===== src/rtl/musb_mux_rr_reg_pkg.sv =====
// Shared definitions for the registered round-robin / fixed-priority multiplexer.
// Arbitration mode encodings and the pointer-advance helper live here.
package musb_mux_rr_reg_pkg;

  localparam int MUSB_ARB_RR    = 32'd0;
  localparam int MUSB_ARB_FIXED = 32'd1;

  // Next round-robin pointer: one past the granted channel, wrapping for any channel count.
  function automatic int next_ptr(input int k, input int channels);
    return (k == channels - 32'd1) ? 32'd0 : k + 32'd1;
  endfunction

endpackage


===== src/rtl/musb_mux_rr_reg_if.sv =====
// Handshake bundle for the multiplexer: N producer channels in, one consumer channel out.
interface musb_mux_rr_reg_if #(
  parameter int DATA     = 32,
  parameter int CHANNELS = 4,
  parameter int SEL_W    = 2
);

  logic [CHANNELS*DATA-1:0] in_data;
  logic [CHANNELS-1:0]      in_valid;
  logic [CHANNELS-1:0]      in_ready;
  logic [DATA-1:0]          out_data;
  logic                     out_valid;
  logic                     out_ready;
  logic [SEL_W-1:0]         out_sel;

  modport master (
    output in_data, in_valid, out_ready,
    input  in_ready, out_data, out_valid, out_sel
  );

  modport slave (
    input  in_data, in_valid, out_ready,
    output in_ready, out_data, out_valid, out_sel
  );

endinterface


===== src/rtl/musb_mux_rr_reg_arb.sv =====
// Combinational arbiter: picks one requester starting the search at ptr (round-robin)
// or at channel 0 (fixed priority). Returns a one-hot grant and its binary index.
module musb_rr_arbiter
  import musb_mux_rr_reg_pkg::*;
#(
  parameter int CHANNELS = 4,
  parameter int SEL_W    = 2
) (
  input  logic [CHANNELS-1:0] req,
  input  logic [SEL_W-1:0]    ptr,
  input  logic                mode,
  output logic [CHANNELS-1:0] grant,
  output logic [SEL_W-1:0]    idx,
  output logic                any
);

  // Rank each channel by its distance from the search start; the lowest-ranked requester wins.
  always_comb begin
    int start_s;
    int rank_s;
    int best_s;
    logic win_s;
    grant   = '0;
    idx     = '0;
    any     = 1'b0;
    win_s   = 1'b0;
    rank_s  = 32'd0;
    start_s = mode ? 32'd0 : int'(ptr);
    best_s  = CHANNELS;
    for (int i = 0; i < CHANNELS; i++) begin
      rank_s = (i >= start_s) ? (i - start_s) : (i + CHANNELS - start_s);
      win_s  = req[i] && (rank_s < best_s);
      idx    = win_s ? SEL_W'(i) : idx;
      best_s = win_s ? rank_s : best_s;
    end
    any = (best_s < CHANNELS);
    for (int i = 0; i < CHANNELS; i++) begin
      grant[i] = any && (idx == SEL_W'(i));
    end
  end

endmodule


===== src/rtl/musb_mux_rr_reg.sv =====
// N-input registered multiplexer with valid/ready on every port and built-in arbitration.
// One output register stage; a new word loads whenever the register is empty or draining.
module musb_mux_rr_reg
  import musb_mux_rr_reg_pkg::*;
#(
  parameter int DATA     = 32,
  parameter int CHANNELS = 4,
  parameter int SEL_W    = 2,
  parameter int MODE     = MUSB_ARB_RR
) (
  input logic            clk,
  input logic            rst,
  musb_mux_rr_reg_if.slave bus
);

  if (CHANNELS < 2 || CHANNELS > 16) begin : g_bad_channels
    $error("musb_mux_rr_reg: CHANNELS must be in 2..16");
  end
  if (SEL_W != $clog2(CHANNELS)) begin : g_bad_sel_w
    $error("musb_mux_rr_reg: SEL_W must equal clog2(CHANNELS)");
  end
  if (MODE != MUSB_ARB_RR && MODE != MUSB_ARB_FIXED) begin : g_bad_mode
    $error("musb_mux_rr_reg: MODE must be 0 (round-robin) or 1 (fixed)");
  end

  logic [CHANNELS-1:0] grant_s;
  logic [SEL_W-1:0]    idx_s;
  logic                any_s;
  logic                load_s;
  logic [DATA-1:0]     sel_data_s;
  logic [DATA-1:0]     out_data_r;
  logic [SEL_W-1:0]    out_sel_r;
  logic                out_valid_r;
  logic [SEL_W-1:0]    ptr_r;

  musb_rr_arbiter #(
    .CHANNELS (CHANNELS),
    .SEL_W    (SEL_W)
  ) u_arb (
    .req   (bus.in_valid),
    .ptr   (ptr_r),
    .mode  (MODE == MUSB_ARB_FIXED),
    .grant (grant_s),
    .idx   (idx_s),
    .any   (any_s)
  );

  assign load_s       = ~out_valid_r | bus.out_ready;
  // Reset blocks acceptance so no producer believes a word was taken while state is cleared.
  assign bus.in_ready = grant_s & {CHANNELS{load_s & ~rst}};

  // AND-OR data select over the one-hot grant.
  always_comb begin
    sel_data_s = '0;
    for (int i = 0; i < CHANNELS; i++) begin
      sel_data_s = sel_data_s | (bus.in_data[i*DATA +: DATA] & {DATA{grant_s[i]}});
    end
  end

  // Output register and round-robin pointer; empty loads clear valid but keep data/sel.
  always_ff @(posedge clk or posedge rst) begin
    if (rst) begin
      out_valid_r <= 1'b0;
      out_data_r  <= '0;
      out_sel_r   <= '0;
      ptr_r       <= '0;
    end else if (load_s) begin
      if (any_s) begin
        out_valid_r <= 1'b1;
        out_data_r  <= sel_data_s;
        out_sel_r   <= idx_s;
        if (MODE == MUSB_ARB_RR) begin
          ptr_r <= SEL_W'(next_ptr(int'(idx_s), CHANNELS));
        end
      end else begin
        out_valid_r <= 1'b0;
      end
    end
  end

  assign bus.out_data  = out_data_r;
  assign bus.out_sel   = out_sel_r;
  assign bus.out_valid = out_valid_r;

endmodule


===== src/flat_wrapper.sv =====
// flat-port wrapper written by rule: the top's interface ports become plain ports
module musb_mux_rr_reg_flat import musb_mux_rr_reg_pkg::*;
#(
  parameter int DATA     = 32,
  parameter int CHANNELS = 4,
  parameter int SEL_W    = 2,
  parameter int MODE     = MUSB_ARB_RR
)
  (clk, rst, bus_in_data, bus_in_valid, bus_out_ready, bus_in_ready, bus_out_data, bus_out_valid, bus_out_sel);
  musb_mux_rr_reg_if #(.DATA(DATA), .CHANNELS(CHANNELS), .SEL_W(SEL_W)) bus_i ();
  input logic clk;
  input logic rst;
  input wire logic [$bits(bus_i.in_data)-1:0] bus_in_data;
  input wire logic [$bits(bus_i.in_valid)-1:0] bus_in_valid;
  input wire logic [$bits(bus_i.out_ready)-1:0] bus_out_ready;
  output wire logic [$bits(bus_i.in_ready)-1:0] bus_in_ready;
  output wire logic [$bits(bus_i.out_data)-1:0] bus_out_data;
  output wire logic [$bits(bus_i.out_valid)-1:0] bus_out_valid;
  output wire logic [$bits(bus_i.out_sel)-1:0] bus_out_sel;
  assign bus_i.in_data = bus_in_data;
  assign bus_i.in_valid = bus_in_valid;
  assign bus_i.out_ready = bus_out_ready;
  assign bus_in_ready = bus_i.in_ready;
  assign bus_out_data = bus_i.out_data;
  assign bus_out_valid = bus_i.out_valid;
  assign bus_out_sel = bus_i.out_sel;
  musb_mux_rr_reg #(.DATA(DATA), .CHANNELS(CHANNELS), .SEL_W(SEL_W), .MODE(MODE)) u_core (.clk(clk), .rst(rst), .bus(bus_i));
endmodule

===== config.mk =====
export PLATFORM = sky130hd
export DESIGN_NAME = musb_mux_rr_reg_flat
export DESIGN_NICKNAME = d
export VERILOG_FILES = /design/src/rtl/musb_mux_rr_reg_pkg.sv /design/src/rtl/musb_mux_rr_reg_if.sv /design/src/rtl/musb_mux_rr_reg_arb.sv /design/src/rtl/musb_mux_rr_reg.sv /design/src/flat_wrapper.sv
export SDC_FILE = /design/constraint.sdc
export NUM_CORES = 1
export LEC_CHECK = 0
export BUFFER_PORTS_ARGS = -buffer_cell sky130_fd_sc_hd__buf_2
export CAP_MARGIN = 25
export CORE_MARGIN = 4
export CORE_UTILIZATION = 46
export DETAILED_ROUTE_END_ITERATION = 8
export HOLD_SLACK_MARGIN = 0.08
export PLACE_DENSITY_LB_ADDON = 0.12
export RECOVER_POWER = 50
export SLEW_MARGIN = 20
export SYNTH_ARGS = -nofsm -noshare
export SYNTH_HDL_FRONTEND = slang
export SYNTH_SLANG_ARGS = --single-unit

===== constraint.sdc =====
create_clock -name clk -period 11 [get_ports clk]
set_input_delay 1.1 -clock clk [delete_from_list [all_inputs] [get_ports clk]]
set_output_delay 1.1 -clock clk [all_outputs]
set_load 0.02 [all_outputs]

; ---- Yosys cells after proc, flatten, opt, wreduce, memory -nomap -nowiden
; Cells that the tools add are included.
[classes]
n_addsub = 9
n_lt_le_gt_ge = 9
n_eq_ne = 3
n_mux = 13
bitwise = 12
n_reduce_logical = 10
[op_table]
columns = op, n
row1 = two-way mux 32 bit, 8
row2 = bitwise AND 32 bit, 4
row3 = < comparator 32 bit, 3
row4 = bitwise OR 32 bit, 3
row5 = < comparator 32 x 4 -> 1 bit (second input constant), 2
row6 = subtractor 3 x 2 -> 4 bit (first input constant), 4
row7 = logical AND 1 bit, 8
row8 = two-way mux 2 bit, 3
row9 = subtractor 1 x 2 -> 3 bit (first input constant), 2
row10 = subtractor 2 x 2 -> 3 bit (first input constant), 2
row11 = bitwise AND 4 bit, 1
row12 = == test 2 bit (second input constant), 2
row13 = greater-or-equal comparator 1 x 2 -> 1 bit (first input constant), 2
row14 = greater-or-equal comparator 2 bit (first input constant), 2
row15 = adder 2 x 1 -> 2 bit (second input constant), 1
row16 = == test 2 x 1 -> 1 bit (second input constant), 1
row17 = zero test 2 bit, 1
row18 = two-way mux 1 bit, 2
row19 = NOT 1 bit, 2
row20 = AND reduction 2 bit, 1
row21 = bitwise AND 1 bit, 1
row22 = bitwise OR 1 bit, 1
[totals]
ff_bits = 37
wordCells = 60

; ---- Depth between registers and ports, before layout
[logic_depth]
word_depth = 20
ltp_mapped = 29
ltp_nobuf = 25

; ---- By module
; From an unflattened synthesis, not the netlist that was laid out.
[unflattened]
cells_unflattened = 267
hier_area_um2 = 2802.7
[by_module_without_submodules]
columns = module, n_inst, cells_per_inst, area_per_inst_um2
row1 = musb_mux_rr_reg, 1, 211, 2369.8
row2 = musb_rr_arbiter, 1, 56, 432.9

; ---- Worst setup path before layout
; OpenSTA, ideal clock, no wires.
[synth_timing]
path_type = input port to output port
startpoint = input bus_in_valid[0]
endpoint = output bus_in_ready[3]
t_arrival_ps = 5715
required_ps = 9900
slack_ps = 4185
path_stages = 22
path_buffers = 5
cell_sequence = ha_1 nor3b_1 a41oi_1 nand2_1 clkbuf_1 a21oi_1 ha_1 or4b_1 a221oi_2 o21ai_2 buf_6 buf_2 a21o_1 ha_1 a2111oi_0 o211ai_1 o31a_1 nand2b_1 ha_1 buf_1 clkbuf_1 and3_1
[synth_via]
elab_chain_cells = 14
elab_cells_between_ends = 18
cone_classes = order compare (4) / eq/ne (1) / mux (7) / bitwise (1) / reduce/logical (5)
[synth_rtl]
columns = element, line
row1 = "start, declared", flat_wrapper.sv:14  ; input wire logic [$bits(bus_i.in_valid)-1:0] bus_in_valid;
row2 = logical AND 1 bit *, musb_mux_rr_reg_arb.sv:32  ; win_s = req[i] && (rank_s < best_s);
row3 = two-way mux 32 bit *, musb_mux_rr_reg_arb.sv:34  ; best_s = win_s ? rank_s : best_s;
row4 = < comparator 32 bit, musb_mux_rr_reg_arb.sv:32
row5 = logical AND 1 bit, musb_mux_rr_reg_arb.sv:32
row6 = two-way mux 32 bit, musb_mux_rr_reg_arb.sv:34
row7 = < comparator 32 bit, musb_mux_rr_reg_arb.sv:32
row8 = logical AND 1 bit, musb_mux_rr_reg_arb.sv:32
row9 = two-way mux 32 bit, musb_mux_rr_reg_arb.sv:34
row10 = < comparator 32 bit, musb_mux_rr_reg_arb.sv:32
row11 = logical AND 1 bit, musb_mux_rr_reg_arb.sv:32
row12 = two-way mux 32 bit / two-way mux 2 bit (equally long branches), "musb_mux_rr_reg_arb.sv:34, musb_mux_rr_reg_arb.sv:33"
row13 = < comparator 32 x 4 -> 1 bit / == test 2 bit (equally long branches), "musb_mux_rr_reg_arb.sv:36, musb_mux_rr_reg_arb.sv:38"
row14 = logical AND 1 bit *, musb_mux_rr_reg_arb.sv:38  ; grant[i] = any && (idx == SEL_W'(i));
row15 = bitwise AND 4 bit *, musb_mux_rr_reg.sv:50  ; assign bus.in_ready = grant_s & {CHANNELS{load_s & ~rst}};
row16 = "end, declared", flat_wrapper.sv:16  ; output wire logic [$bits(bus_i.in_ready)-1:0] bus_in_ready;
; Mark *: on every way between the ends. The rest lies on a longest branch, timed or not.

; ---- Worst setup path after layout
[layout_timing]
startpoint = register u_core.ptr_r[1]
endpoint = output bus_in_ready[0]
[layout_via]
elab_chain_cells = 17
elab_cells_between_ends = 35
cone_classes = add/sub (8) / order compare (9) / mux (11) / bitwise (1) / reduce/logical (6)
[layout_rtl]
columns = element, line
row1 = "start, declared", musb_mux_rr_reg.sv:34  ; logic [SEL_W-1:0] ptr_r;
row2 = "start signal, assigned", musb_mux_rr_reg.sv:73  ; ptr_r <= SEL_W'(next_ptr(int'(idx_s), CHANNELS));
row3 = subtractor 3 x 2 -> 4 bit (tied with other cells), musb_mux_rr_reg_arb.sv:31  ; rank_s = (i >= start_s) ? (i - start_s) : (i + CHANNELS - start_s);
row4 = two-way mux 32 bit, musb_mux_rr_reg_arb.sv:31
row5 = < comparator 32 x 4 -> 1 bit, musb_mux_rr_reg_arb.sv:32
row6 = logical AND 1 bit, musb_mux_rr_reg_arb.sv:32
row7 = two-way mux 32 bit, musb_mux_rr_reg_arb.sv:34
row8 = < comparator 32 bit, musb_mux_rr_reg_arb.sv:32
row9 = logical AND 1 bit, musb_mux_rr_reg_arb.sv:32
row10 = two-way mux 32 bit, musb_mux_rr_reg_arb.sv:34
row11 = [2 not listed], -
row12 = two-way mux 32 bit, musb_mux_rr_reg_arb.sv:34
row13 = < comparator 32 bit, musb_mux_rr_reg_arb.sv:32
row14 = logical AND 1 bit, musb_mux_rr_reg_arb.sv:32
row15 = two-way mux 2 bit *, musb_mux_rr_reg_arb.sv:33  ; idx = win_s ? SEL_W'(i) : idx;
row16 = net u_core.idx_s[1], musb_mux_rr_reg.sv:27  ; logic [SEL_W-1:0] idx_s;
row17 = zero test 2 bit *, musb_mux_rr_reg_arb.sv:38
row18 = logical AND 1 bit *, musb_mux_rr_reg_arb.sv:38
row19 = bitwise AND 4 bit *, musb_mux_rr_reg.sv:50
; Mark *: on every way through the listed nets, which the timed path passes. The rest lies on a longest branch.

==> summary.txt <==
Area delta synth->final: 35.6%
GRT Total Usage: 24.7%
Vias per Instance: 5.64
Hold Crit Class: reg2reg
Setup Fix Bufs, Post-CTS: 0
Crit start category: flip-flop
Critical path buffers and inverters: 4
Setup Crit Path Kind: reg2out
Vias in the first global route: 3,012
CP Data Required Time: 9900 ps
Initial core utilization: 47.3%
Fin Clk Skew: 4.44 ps
Most used DFF post-synth: dfrtp_1
Vias: 2,950
DRT Pass-1 Iters: 4
CTS root buf: clkbuf_8
RSZ-0062 raised after global routing: false
N_diodes: 0
Final nets: 597
Met3 WL: 653 um
Tot Pwr: 1.13 mW
Boundary pin count: 174
Die area: 0.00689 sq mm
Post-route minimum period: 7510 ps
TNS Setup: 0 ps
H-tree Lvls: 2
CTS tree: done
Max Slew Vio Count: 0
Post-Syn Nets: 441
Synthesized area: 0.00259 sq mm
Num CTS Buffers: 5
Chip width: 83.0 um
Crit-path cells: inv_1 -> ha_1 -> and2_1 -> inv_1 -> ha_1 -> nor3b_1 -> a41oi_1 -> nand2_1 -> a21oi_1 -> ha_1 -> or4b_1 -> a221oi_2 -> o21ai_4 -> a21o_1 -> ha_1 -> a2111oi_0 -> o211ai_1 -> o31a_1 -> nand2_1 -> inv_1 -> ha_1 -> and3_1 -> buf_2
Initial antenna violation count: 0
Fillcell total: 543
Yosys reg bits: 37
Share of cells above drive strength 1: 38.8%
Fmax: 133 MHz
Final hold vios: 0
Synth async-reset ratio: 100%
Highest Signal Layer: met4
Fin crit share: 68.3%
Port bufs: 173
Worst slack, placed: 3630 ps
CTS resizes: 0
Synth Area per Inst: 8.77 sq um
CP top delay family: simple AND/OR/NAND/NOR gates
Post-DP HPWL: 6.47 mm
P_leak: 1.77 nW
Core area: 0.00547 sq mm
Largest net degree at the start of global routing: 39
CP endpoint kind: output pin
FP Rows: 27
Hold Startpoint: u_core.bus.out_sel[0]$_DFFE_PP0P_
Slowest library cell on the worst path: nand2_1
EDFF count, synth: 0
Maximum vdd drop: 205 uV
Clk pin slew, worst setup/hold paths: 70 ps
Relative slew margins: 22.5%
Final setup fails: 0
Max stage delay on crit path: 730 ps
Metal2 WL: 4.28 mm
Met1 wire length: 3.53 mm
Grt ovf: 0
Placer Congestion: 0.916
Outcome: completed
Iter 0 DRT Violations: 139
Post-Route WL: 8.66 mm
Syn Inst Count: 295
DRC: 0
Post-route ant nets: 0
Syn. warnings: 0
Critical path launch point: u_core.ptr_r[1]$_DFFE_PP0P_
Most frequent CP cell: ha_1
Pwr dens: 324 mW/mm^2
Max clock buf depth: 2
Final WS setup: 3490 ps
Global-route wire length before repair: 14.0 mm
Clk_lat worst skew: 280 ps
Die Y-Extent: 83.0 um
Worst reg2reg startpoint: u_core.ptr_r[1]$_DFFE_PP0P_
Critical Path Fanout Max: 38
CTS sink cnt: 37
Seq/Total Area, Yosys: 35.8%
Hold buffer count at CTS: 0
Maxcap violations: 0
WHS: 535 ps
Worst-margin pin slew: 1160 ps
Critical Path AT: 6410 ps
Distinct cells, synth: 33
WL/cell: 16.6 um
state kept, by name, indices dropped and copies added, names as in the netlist:
name / flops
u_core.bus.out_data: 32
u_core.bus.out_sel: 2
u_core.ptr_r: 2
u_core.bus.out_valid: 1
cell usage after synthesis, drive strengths merged (2+ instances only):
master	n	area (sq um)
a2111oi	2	23.8
buf	14	111
o21ai	5	28.8
dfrtp	37	926
a221oi	33	308
nor2	35	131
clkbuf	15	56.3
o22ai	33	219
nand2b	2	12.5
nor3b	2	15.0
ha	11	138
and3	36	225
inv	8	30.0
a21oi	36	191
o21a	3	22.5
or4b	2	20.0
nand2	9	41.3
nor2b	2	12.5
and2	3	18.8
a21o	2	15.0
stage by stage:
| step | instance area, sq um | utilization, % | cells |
|---|---|---|---|
| 2_1_floorplan | 2590 | - | 295 |
| 3_3_place_gp | 3400 | 62.1 | 514 |
| 3_5_place_dp | 3420 | 62.5 | 515 |
| 4_1_cts | 3510 | 64.1 | 522 |
| 5_1_grt | 3510 | 64.1 | 523 |
| 6_report | 3510 | 64.1 | 523 |
final cells by class:
class	count	area (sq um)	area share, %
well taps	72	90.1	2.57
flip-flops and latches	37	926	26.4
clock buffers	7	86.3	2.46
repair buffers	178	903	25.8
multi-input cells	221	1470	42.0
inverters	8	30.0	0.856
final timing paths:
path | to | slack (ps) | cells after the start
min reg2reg | u_core.bus.out_sel[0]$_DFFE_PP0P_ | 540 | 1
max in group asynchronous | u_core.bus.out_data[17]$_DFFE_PP0P_ | 8620 | 3
min in group asynchronous | u_core.bus.out_sel[1]$_DFFE_PP0P_ | 900 | 2
max | bus_in_ready[0] | 3490 | 23
min | u_core.bus.out_sel[0]$_DFFE_PP0P_ | 540 | 1
max reg2reg | u_core.bus.out_data[21]$_DFFE_PP0P_ | 4290 | 24
cell usage in the layout (no fill, tap or decap), drive strengths merged, types with 3 or more instances in the layout:
cell and count:
buf 158, dfrtp 37, and3 36, a21oi 36, nor2 35, o22ai 33, a221oi 33, clkbuf 27
ha 11, nand2 9, inv 8, o21ai 5, and2 3, o21a 3
report_power, final:
group / internal, mW / switching (mW) / total, mW
Clock: 0.0497 / 0.0455 / 0.0952
Combinational: 0.291 / 0.498 / 0.789
Sequential: 0.209 / 0.0411 / 0.250
Total: 0.550 / 0.585 / 1.13
routing by layer:
layer / GRT usage (%) / vias to the layer above
met5: 0 / -
met4: 9.06 / 0
met3: 5.16 / 17
met2: 42.9 / 135
met1: 30.1 / 1356
li1: - / 1442
logic make-up after synthesis:
logic type      Yosys count  share of synthesized area (%)
simple gates             92                           18.7
flops                    37                           35.8
compound gates          118                           32.6
fa+ha+maj                11                           5.32
buf+inv                  37                           7.64
Power figures use the tool's default switching activity.
